### src/rtl/x_wb_arbiter_if.sv
`timescale 1ns/1ps
`default_nettype none
// ============================================================================
// Module   : x_wb_arbiter_if
// Brief    : Scalar write-back, vector result handshake and register-file
//            write port bundle for the X register-file write-back arbiter.
// Revision : 1.0 - initial release
// ============================================================================
interface x_wb_arbiter_if;
    logic        s_wen;
    logic [4:0]  s_rd;
    logic [31:0] s_data;
    logic        s_stall;
    logic        v_valid;
    logic        v_ready;
    logic [4:0]  v_rd;
    logic [31:0] v_data;
    logic        reg_w;
    logic [4:0]  rd;
    logic [31:0] w_data;

    // Arbiter side
    modport slave (
        input  s_wen, s_rd, s_data, v_valid, v_rd, v_data,
        output s_stall, v_ready, reg_w, rd, w_data
    );

    // Pipeline / vector unit / register-file side
    modport master (
        output s_wen, s_rd, s_data, v_valid, v_rd, v_data,
        input  s_stall, v_ready, reg_w, rd, w_data
    );
endinterface
`default_nettype wire

### src/rtl/x_wb_arbiter.sv
`timescale 1ns/1ps
`default_nettype none
// ============================================================================
// Module   : x_wb_arbiter
// Brief    : Merges scalar write-back and buffered vector scalar results into
//            the X register file write port. Scalar has priority; a starvation
//            counter raises s_stall so vector results drain.
//            Optional: `define XWB_PENDING_EN adds the pend_mask output.
// Revision : 1.0 - initial release
// ============================================================================
module x_wb_arbiter #(
    parameter int DEPTH      = 4,
    parameter int STARVE_MAX = 8
) (
    input  wire logic                   clk,
    input  wire logic                   rst_n,
    x_wb_arbiter_if.slave               bus,
    output logic [$clog2(DEPTH):0]      fifo_count
`ifdef XWB_PENDING_EN
    ,
    output logic [31:0]                 pend_mask
`endif
);

    localparam int                 PTR_W        = $clog2(DEPTH);
    localparam int                 CNT_W        = PTR_W + 1;
    localparam logic [CNT_W-1:0]   c_DEPTH_CNT  = CNT_W'(DEPTH);
    localparam logic [7:0]         c_STARVE_MAX = 8'(STARVE_MAX);

    logic [4:0]       r_mem_rd   [DEPTH];
    logic [31:0]      r_mem_data [DEPTH];
    logic [PTR_W-1:0] r_wptr;
    logic [PTR_W-1:0] r_rptr;
    logic [CNT_W-1:0] r_count;
    logic [7:0]       r_starve;
    logic             r_reg_w;
    logic [4:0]       r_rd;
    logic [31:0]      r_wdata;

    logic             w_v_ready;
    logic             w_empty;
    logic             w_s_req;
    logic             w_v_keep;
    logic             w_push;
    logic             w_pop;
    logic             w_issue;
    logic [4:0]       w_iss_rd;
    logic [31:0]      w_iss_data;

    assign w_v_ready = (r_count < c_DEPTH_CNT);
    assign w_empty   = (r_count == '0);
    assign w_s_req   = bus.s_wen && (bus.s_rd != 5'd0);
    // Handshaken entries targeting x0 are consumed here and never stored.
    assign w_v_keep  = bus.v_valid && w_v_ready && (bus.v_rd != 5'd0);
    assign w_pop     = !w_s_req && !w_empty;
    assign w_push    = w_v_keep && (w_s_req || !w_empty);

    always_comb begin
        w_issue    = 1'b0;
        w_iss_rd   = r_rd;
        w_iss_data = r_wdata;
        if (w_s_req) begin
            w_issue    = 1'b1;
            w_iss_rd   = bus.s_rd;
            w_iss_data = bus.s_data;
        end else if (!w_empty) begin
            w_issue    = 1'b1;
            w_iss_rd   = r_mem_rd[r_rptr];
            w_iss_data = r_mem_data[r_rptr];
        end else if (w_v_keep) begin
            w_issue    = 1'b1;
            w_iss_rd   = bus.v_rd;
            w_iss_data = bus.v_data;
        end
    end

    // Storage carries no reset: validity is tracked entirely by the pointers.
    always_ff @(posedge clk) begin
        if (w_push) begin
            r_mem_rd[r_wptr]   <= bus.v_rd;
            r_mem_data[r_wptr] <= bus.v_data;
        end
    end

    always_ff @(posedge clk or negedge rst_n) begin
        if (!rst_n) begin
            r_wptr   <= '0;
            r_rptr   <= '0;
            r_count  <= '0;
            r_starve <= '0;
            r_reg_w  <= 1'b0;
            r_rd     <= '0;
            r_wdata  <= '0;
        end else begin
            r_reg_w <= w_issue;
            if (w_issue) begin
                r_rd    <= w_iss_rd;
                r_wdata <= w_iss_data;
            end
            if (w_push) r_wptr <= r_wptr + PTR_W'(1);
            if (w_pop)  r_rptr <= r_rptr + PTR_W'(1);
            case ({w_push, w_pop})
                2'b10:   r_count <= r_count + CNT_W'(1);
                2'b01:   r_count <= r_count - CNT_W'(1);
                default: r_count <= r_count;
            endcase
            // A stalled-but-ignored scalar keeps the counter saturated.
            if (w_pop || w_empty)
                r_starve <= '0;
            else if (w_s_req && (r_starve != c_STARVE_MAX))
                r_starve <= r_starve + 8'd1;
        end
    end

    assign bus.v_ready = w_v_ready;
    assign bus.s_stall = (r_starve == c_STARVE_MAX);
    assign bus.reg_w   = r_reg_w;
    assign bus.rd      = r_rd;
    assign bus.w_data  = r_wdata;
    assign fifo_count  = r_count;

`ifdef XWB_PENDING_EN
    logic [31:0]      w_pend;
    logic [PTR_W-1:0] w_idx;

    always_comb begin
        w_pend = '0;
        w_idx  = '0;
        for (int k = 0; k < DEPTH; k++) begin
            w_idx = r_rptr + PTR_W'(k);
            if (CNT_W'(k) < r_count)
                w_pend[r_mem_rd[w_idx]] = 1'b1;
        end
        if (r_reg_w)
            w_pend[r_rd] = 1'b1;
        w_pend[0] = 1'b0;
    end

    assign pend_mask = w_pend;
`endif

endmodule
`default_nettype wire

### src/flat_wrapper.sv
// flat-port wrapper written by rule: the top's interface ports become plain ports
module x_wb_arbiter_flat 
#(
    parameter int DEPTH      = 4,
    parameter int STARVE_MAX = 8
)
  (clk, rst_n, fifo_count, bus_s_wen, bus_s_rd, bus_s_data, bus_v_valid, bus_v_rd, bus_v_data, bus_s_stall, bus_v_ready, bus_reg_w, bus_rd, bus_w_data);
  x_wb_arbiter_if bus_i ();
  input  wire logic clk;
  input  wire logic rst_n;
  output logic [$clog2(DEPTH):0] fifo_count;
  input wire logic [$bits(bus_i.s_wen)-1:0] bus_s_wen;
  input wire logic [$bits(bus_i.s_rd)-1:0] bus_s_rd;
  input wire logic [$bits(bus_i.s_data)-1:0] bus_s_data;
  input wire logic [$bits(bus_i.v_valid)-1:0] bus_v_valid;
  input wire logic [$bits(bus_i.v_rd)-1:0] bus_v_rd;
  input wire logic [$bits(bus_i.v_data)-1:0] bus_v_data;
  output wire logic [$bits(bus_i.s_stall)-1:0] bus_s_stall;
  output wire logic [$bits(bus_i.v_ready)-1:0] bus_v_ready;
  output wire logic [$bits(bus_i.reg_w)-1:0] bus_reg_w;
  output wire logic [$bits(bus_i.rd)-1:0] bus_rd;
  output wire logic [$bits(bus_i.w_data)-1:0] bus_w_data;
  assign bus_i.s_wen = bus_s_wen;
  assign bus_i.s_rd = bus_s_rd;
  assign bus_i.s_data = bus_s_data;
  assign bus_i.v_valid = bus_v_valid;
  assign bus_i.v_rd = bus_v_rd;
  assign bus_i.v_data = bus_v_data;
  assign bus_s_stall = bus_i.s_stall;
  assign bus_v_ready = bus_i.v_ready;
  assign bus_reg_w = bus_i.reg_w;
  assign bus_rd = bus_i.rd;
  assign bus_w_data = bus_i.w_data;
  x_wb_arbiter #(.DEPTH(DEPTH), .STARVE_MAX(STARVE_MAX)) u_core (.clk(clk), .rst_n(rst_n), .bus(bus_i), .fifo_count(fifo_count));
endmodule
### config.mk
export PLATFORM = sky130hd
export DESIGN_NAME = x_wb_arbiter_flat
export DESIGN_NICKNAME = d
export VERILOG_FILES = /design/src/rtl/x_wb_arbiter_if.sv /design/src/rtl/x_wb_arbiter.sv /design/src/flat_wrapper.sv
export SDC_FILE = /design/constraint.sdc
export NUM_CORES = 1
export LEC_CHECK = 0
export BUFFER_PORTS_ARGS = -buffer_cell sky130_fd_sc_hd__buf_2
export CELL_PAD_IN_SITES_DETAIL_PLACEMENT = 0
export CELL_PAD_IN_SITES_GLOBAL_PLACEMENT = 1
export CORE_UTILIZATION = 26
export CTS_CLUSTER_SIZE = 8
export DETAILED_ROUTE_END_ITERATION = 12
export PLACE_DENSITY_LB_ADDON = 0.3
export SYNTH_ARGS = -nofsm -noshare
export SYNTH_HDL_FRONTEND = slang
export SYNTH_SLANG_ARGS = --single-unit
### constraint.sdc
create_clock -name clk -period 3.3 [get_ports clk]
set_input_delay 0.66 -clock clk [delete_from_list [all_inputs] [get_ports clk]]
set_output_delay 0.66 -clock clk [all_outputs]
set_load 0.05 [all_outputs]
# After elaboration in Yosys (flattened, before gate mapping)
# Memory sizes are Yosys's and may differ from the RTL's.
# Index checks and enable logic that the tools add are counted.
# Widths: inputs -> output; s select.
# word_totals
ramBits	148
out_inout_bits	43
regBits	53
memories	2
elab_cells	50
# memory_table
memory	depth	word_bits	read_ports	rd_ports_with_merged_regs	write_ports	line_no	rtl
u_core.r_mem_data	4	32	1	0	1	x_wb_arbiter.sv:31	logic [31:0] r_mem_data [DEPTH];
u_core.r_mem_rd	4	5	1	0	1	x_wb_arbiter.sv:30	logic [4:0] r_mem_rd [DEPTH];
# classes
muxes	14
n_reduce_logical	16
n_addsub	5
n_eq_ne	5
n_lt_le_gt_ge	1
# ops
cell	n
$mux 32	3
$mux 8	2
$mux 5	3
$reduce_bool 5->1	2
$add 8x1->8 const B	1
$eq 8x4->1 const B	1
$ne 8x4->1 const B	1
$logic_and 1x1->1	6
$pmux 3 s2	1
$mux 1	5
$add 2x1->2 const B	2
$reduce_bool 2->1	2
$add 3x1->3 const B	1
$logic_not 3->1	1
$lt 3x3->1 const B	1
$ne 3x3->1 const B	1
$sub 3x1->3 const B	1
$eq 2x1->1 const B	1
$eq 2x2->1 const B	1
$logic_not 1->1	2
$logic_or 1x1->1	2
$reduce_and 2->1	1

# Longest topological paths before layout
# logic_depth
ltp_word	7
mapped_depth	11

# Worst setup path after synthesis
# No wires, ideal clock.
# synth_timing
path_type	register -> register
start	register u_core.r_count[2] (netlist: u_core.fifo_count[2])
end	memory u_core.r_mem_data[0][0] (enable)
path_slack_ns	0.327
synth_period_minus_slack_ns	2.973
arrival_ns	2.576
stages_incl_launch_ff	5
n_path_buf	0
setup_time_ns	0.398
path_cell_list	dfrtp_1 inv_1 o211ai_4 a21oi_1 and2_1
# synth_between
elab_chain_len	6
elab_cells_between_ends	9
cone_classes	order compare: 1; mux: 2; reduce/logical: 6
# synth_rtl
item	line_no	rtl
from (decl)	x_wb_arbiter.sv:34	logic [CNT_W-1:0] r_count;
from (signal assigned)	x_wb_arbiter.sv:103	2'b10: r_count <= r_count + CNT_W'(1);
from (signal assigned)	x_wb_arbiter.sv:104	2'b01: r_count <= r_count - CNT_W'(1);
from (signal assigned)	x_wb_arbiter.sv:105	default: r_count <= r_count;
$lt 3x3->1	x_wb_arbiter.sv:50	assign w_v_ready = (r_count < c_DEPTH_CNT);
via bus_v_ready	flat_wrapper.sv:19	output wire logic [$bits(bus_i.v_ready)-1:0] bus_v_ready;
$logic_and 1x1->1 (2 in a row)	x_wb_arbiter.sv:54	assign w_v_keep = bus.v_valid && w_v_ready && (bus.v_rd != 5'd0);
$logic_and 1x1->1	x_wb_arbiter.sv:56	assign w_push = w_v_keep && (w_s_req || !w_empty);
$mux 1	x_wb_arbiter.sv:79	if (w_push) begin
$mux 1 (implied by the code)	x_wb_arbiter.sv:81	r_mem_data[r_wptr] <= bus.v_data;
to (decl)	x_wb_arbiter.sv:31	
# The timed path passes the listed nets, and every way through them passes these cells.

# Worst setup path after layout
# layout_timing
start	register u_core.r_starve[0]
end	output bus_s_stall
# layout_between
elab_chain_len	1
# layout_rtl
item	line_no	rtl
from (decl)	x_wb_arbiter.sv:35	logic [7:0] r_starve;
from (signal assigned)	x_wb_arbiter.sv:111	r_starve <= r_starve + 8'd1;
$eq 8x4->1	x_wb_arbiter.sv:116	assign bus.s_stall = (r_starve == c_STARVE_MAX);
to (decl)	flat_wrapper.sv:18	output wire logic [$bits(bus_i.s_stall)-1:0] bus_s_stall;
# Every way passes these cells.

==> results.md <==
- The number of nets handed over by synthesis was 653.
- The capturing element type of the critical path is an output port.
- The most common flop cell mapped by yosys is edfxtp_1.
- The setup fix buffers added after clock tree synthesis is 0.
- The layout overhead on the synthesized area is 24.1%.
- The number of buffers between clock root and the deepest sink is 3.
- The initial antenna violation count is 2.
- The analysis attributes to cell leakage a power of 0.00392 uW.
- The worst-case setup slack after placement is 428 ps.
- The critical setup path kind is flop to output port.
- The sequential element share of the synthesized area is 0.682.
- In the post-route analysis, the smallest setup slack over all paths is 608 ps.
- The half-perimeter wire length after detailed placement is 13.3 mm.
- The number of hold-repair buffers added at the cts stage is 0.
- The die outline height is 182 um.
- In this run, synthesis produced a sequential element count of 201.
- By area the synthesized netlist is led by edfxtp_1 53%, dfrtp_1 16%, mux4_2 9.9%.
- The fraction of synthesis flops using an asynchronous set or reset pin is 0.264.
- The die covers 33300 um^2.
- The maximum vdd drop is 0.000468 V.
- The first detailed-routing pass took 4 iterations.
- Dividing the detail-routed via count by the number of cells gives 4.52.
- The total power per unit cell area is 927 nW/um^2.
- The number of levels in the clock H-tree is 1.
- The mux contribution to synthesized area is 0.105.
- The count of flip-flops with a built-in enable after synthesis is 148.
- The end-of-flow core utilization is 0.330.
- The final routed wire length divided by cell count is 18.3 um.
- The floorplan row count is 65.
- The flow ran to the end, and the final reports show no timing, DRC or antenna violations.
- By area, the combinational part of the netlist is dominated by simple AND/OR/NAND/NOR gates.
- For this run, design rule violations remaining after detail routing come to 0.
- Measured against its own limit, the worst slew margin works out to 0.536.
- The clock-pin slew of the registers on the worst-case setup and hold paths is 50 ps.
- Across every metal layer, demand over resource in global routing totals 0.127.
- For this run, the number of Yosys warnings is 0.
- The via count of the first global-routing pass was 5277.
- The share of synthesized area in the top cell type comes to 0.525.
- Of the total power, combinational logic draws 0.349.
- Of the total synthesized cell area, the portion taken by XOR and XNOR cells is 0.0124.
- The power spent charging and discharging nets is 3580 uW.
- The total congestion overflow after global routing is 0.
- The die is 182 um wide.
- The finished cells cover 10500 um^2.
- Data arrives at the worst endpoint at 2030 ps.
- After synthesis, the mean cell area works out to 14.9 um^2.
- The final RePlAce weighted congestion is 0.680.
- The final period demand of the worst path is 2690 ps.
- The detail route stage leaves a number of antenna-violating nets equal to 0.
- The critical path data required time is 2640 ps.
- At the pin with the least slew margin, the transition time is 697 ps.
- The final cycle utilization of the critical path is 0.816.
- 121 I/O pins were placed.
- The simple logic cell fraction of the synthesized area is 0.118.
- The share of total power dissipated in sequential elements is 0.370.
- The most common cell in the synthesized netlist is edfxtp_1.
- The tree built by TritonCTS fans out to 201 sinks.
- Clock latency on the worst-skew pair, taken at its later pin, is 540 ps.
- The final setup violation count is 0.
- The initial core utilization is 0.266.
- Across the run, the number of max-cap violations was 0.
- The compound-gate portion of the synthesized area was 0.0424.
- Counting every instance in the synthesized netlist gives 567.
- The startpoint type of the worst setup path is a flop.
- Setup total negative slack on the finished layout was measured at 0 ps.
- The detailed router placed 5228 vias in this run.
- Between clock sinks in the finished design, the worst skew comes to 24.1 ps.
- Sorting the synthesized cells by how often they occur yields 148 x edfxtp_1, 70 x nand2_1, 53 x dfrtp_1.
- The adder and majority cell fraction of the synthesized area is 0.0127.
- Of the total power, the share spent switching nets is 0.368.
- The CTS tree is done.
- Of the total power, the clock network draws 0.281.
- The tightest hold path in the finished design has a slack of 165 ps.
- The number of hold violations in the final report was 0.
- The achievable frequency is 372 MHz.
- The post-synthesis cell type with the largest combined area is edfxtp_1.
- The number of slew-limit violations in the final report is 0.
- In the final layout, the share of cells above drive strength 1 is 0.309.
- Along the worst path, the maximum fanout reaches 6.
- Cell internal power was estimated by the tool at 6160 uW.
- The number of buffers created by CTS is 29.
- The first-iteration detailed-routing DRC count is 295.
- The path class of the tightest hold or removal check is primary input to asynchronous set/reset pin.
- Setup repair after global routing left no endpoint under its margin.
- Entering global routing, the biggest net connects 54 pins.
- The first global-routing pass estimated 32.4 mm of wire.
- Once placement finished, the instance area stood at 9650 um^2.
- The final layout contains 782 nets.
- The standard cell core area is 31800 um^2.
- The combined area of all synthesized cells is 8460 um^2.
- During placement, the flow inserted port buffers numbering 120.
- The synthesized netlist contains 37 unique library cells.
- Wires add up to 21.1 mm.
- The root buffer cell chosen for the clock tree is clkbuf_16.
- The number of gates resized after CTS was 0.
==> layer usage <==
metal  track usage  wire length (um)
met1         0.176              9930
met2         0.206              9910
met3        0.0253               988
met4        0.0292               303
met5             0                 8
==> layout make-up <==
cell class / instances / area [um^2]
fill: 3182 / 21300
tap: 435 / 544
inverter: 14 / 52.6
clock inverter: 1 / 8.76
clock buffer: 53 / 837
timing repair buffer: 138 / 798
antenna: 2 / 5.00
multi-input combinational: 312 / 2480
sequential: 201 / 5780
==> cells by family (layout without fill, tap and decap cells) <==
family	count (synthesis)	after routing
compound gates	48	48
xor+xnor	12	12
fa+ha+maj	8	8
buf+inv	54	206
flops	201	201
mux	41	41
other cells	0	2
simple gates	203	203
==> sequential cells by signal, summed over array words and instances (netlist names) <==
register and count:
u_core.r_mem_data 128, u_core.bus.rd 5, u_core.bus.w_data 32, u_core.fifo_count 3
u_core.r_rptr 2, u_core.r_mem_rd 20, u_core.bus.reg_w 1, u_core.r_wptr 2
u_core.r_starve 8
==> path summary, 6_finish.rpt <==
kind,startpoint,endpoint,slack [ps],depth (start not counted)
max,u_core.r_starve[0]$_DFFE_PN0P_,bus_s_stall,610,6
min,rst_n,u_core.bus.rd[2]$_DFFE_PN0P_,160,1
max reg2reg,u_core.fifo_count[0]$_DFFE_PN0P_,u_core.bus.w_data[2]$_DFFE_PN0P_,1100,6
min reg2reg,u_core.bus.w_data[11]$_DFFE_PN0P_,u_core.bus.w_data[11]$_DFFE_PN0P_,510,2
max in group asynchronous,rst_n,u_core.bus.w_data[17]$_DFFE_PN0P_,2390,2
min in group clk,bus_v_data[19],u_core.r_mem_data[3][19]$_DFFE_PP_,360,1
==> cell usage in the layout, fill, tap and decap left out, types with 2 or more instances in the layout <==
| master | synthesis | layout |
|---|---|---|
| dfrtp_1 | 53 | 51 |
| buf_4 | 3 | 13 |
| nand3_1 | 7 | 7 |
| nand4_1 | 32 | 32 |
| o21ai_0 | 7 | 7 |
| diode_2 | 0 | 2 |
| a21oi_1 | 2 | 2 |
| mux4_2 | 37 | 37 |
| clkbuf_1 | 20 | 23 |
| clkbuf_16 | 0 | 30 |
| ha_1 | 7 | 7 |
| buf_12 | 0 | 5 |
| and2_2 | 0 | 4 |
| xor2_1 | 7 | 7 |
| nor4b_1 | 4 | 4 |
| buf_2 | 15 | 120 |
| and3_1 | 35 | 34 |
| nand2b_1 | 2 | 2 |
| mux2_4 | 2 | 2 |
| xnor2_1 | 5 | 5 |
| nor2_1 | 43 | 43 |
| edfxtp_1 | 148 | 148 |
| nand2_1 | 70 | 70 |
| inv_1 | 13 | 13 |
| a221oi_1 | 3 | 3 |
| o31ai_1 | 32 | 32 |
==> critical path: stages, from the launching register on <==
cell     delay, ps
dfrtp_1        450
inv_1           90
ha_1           130
nor4b_1        210
nand3_1        250
inv_1          110
buf_2          270
==> power by group through the flow <==
stage | logic [uW] | clock network [uW] | registers (uW)
2_1_floorplan | 1690 | 0 | 4400
3_3_place_gp | 3480 | 0 | 3650
3_5_place_dp | 3470 | 0 | 3660
4_1_cts | 3470 | 2810 | 3620
5_1_grt | 3670 | 2920 | 3680
6_report | 3400 | 2730 | 3600
==> metrics by stage <==
step | power, uW | instances
after floorplan | 6090 | 567
after global placement | 7130 | 1100
after detailed placement | 7130 | 1100
after CTS | 9900 | 1154
after global routing | 10300 | 1154
final | 9730 | 1156
No activity file was read; power rests on OpenSTA's default activity.
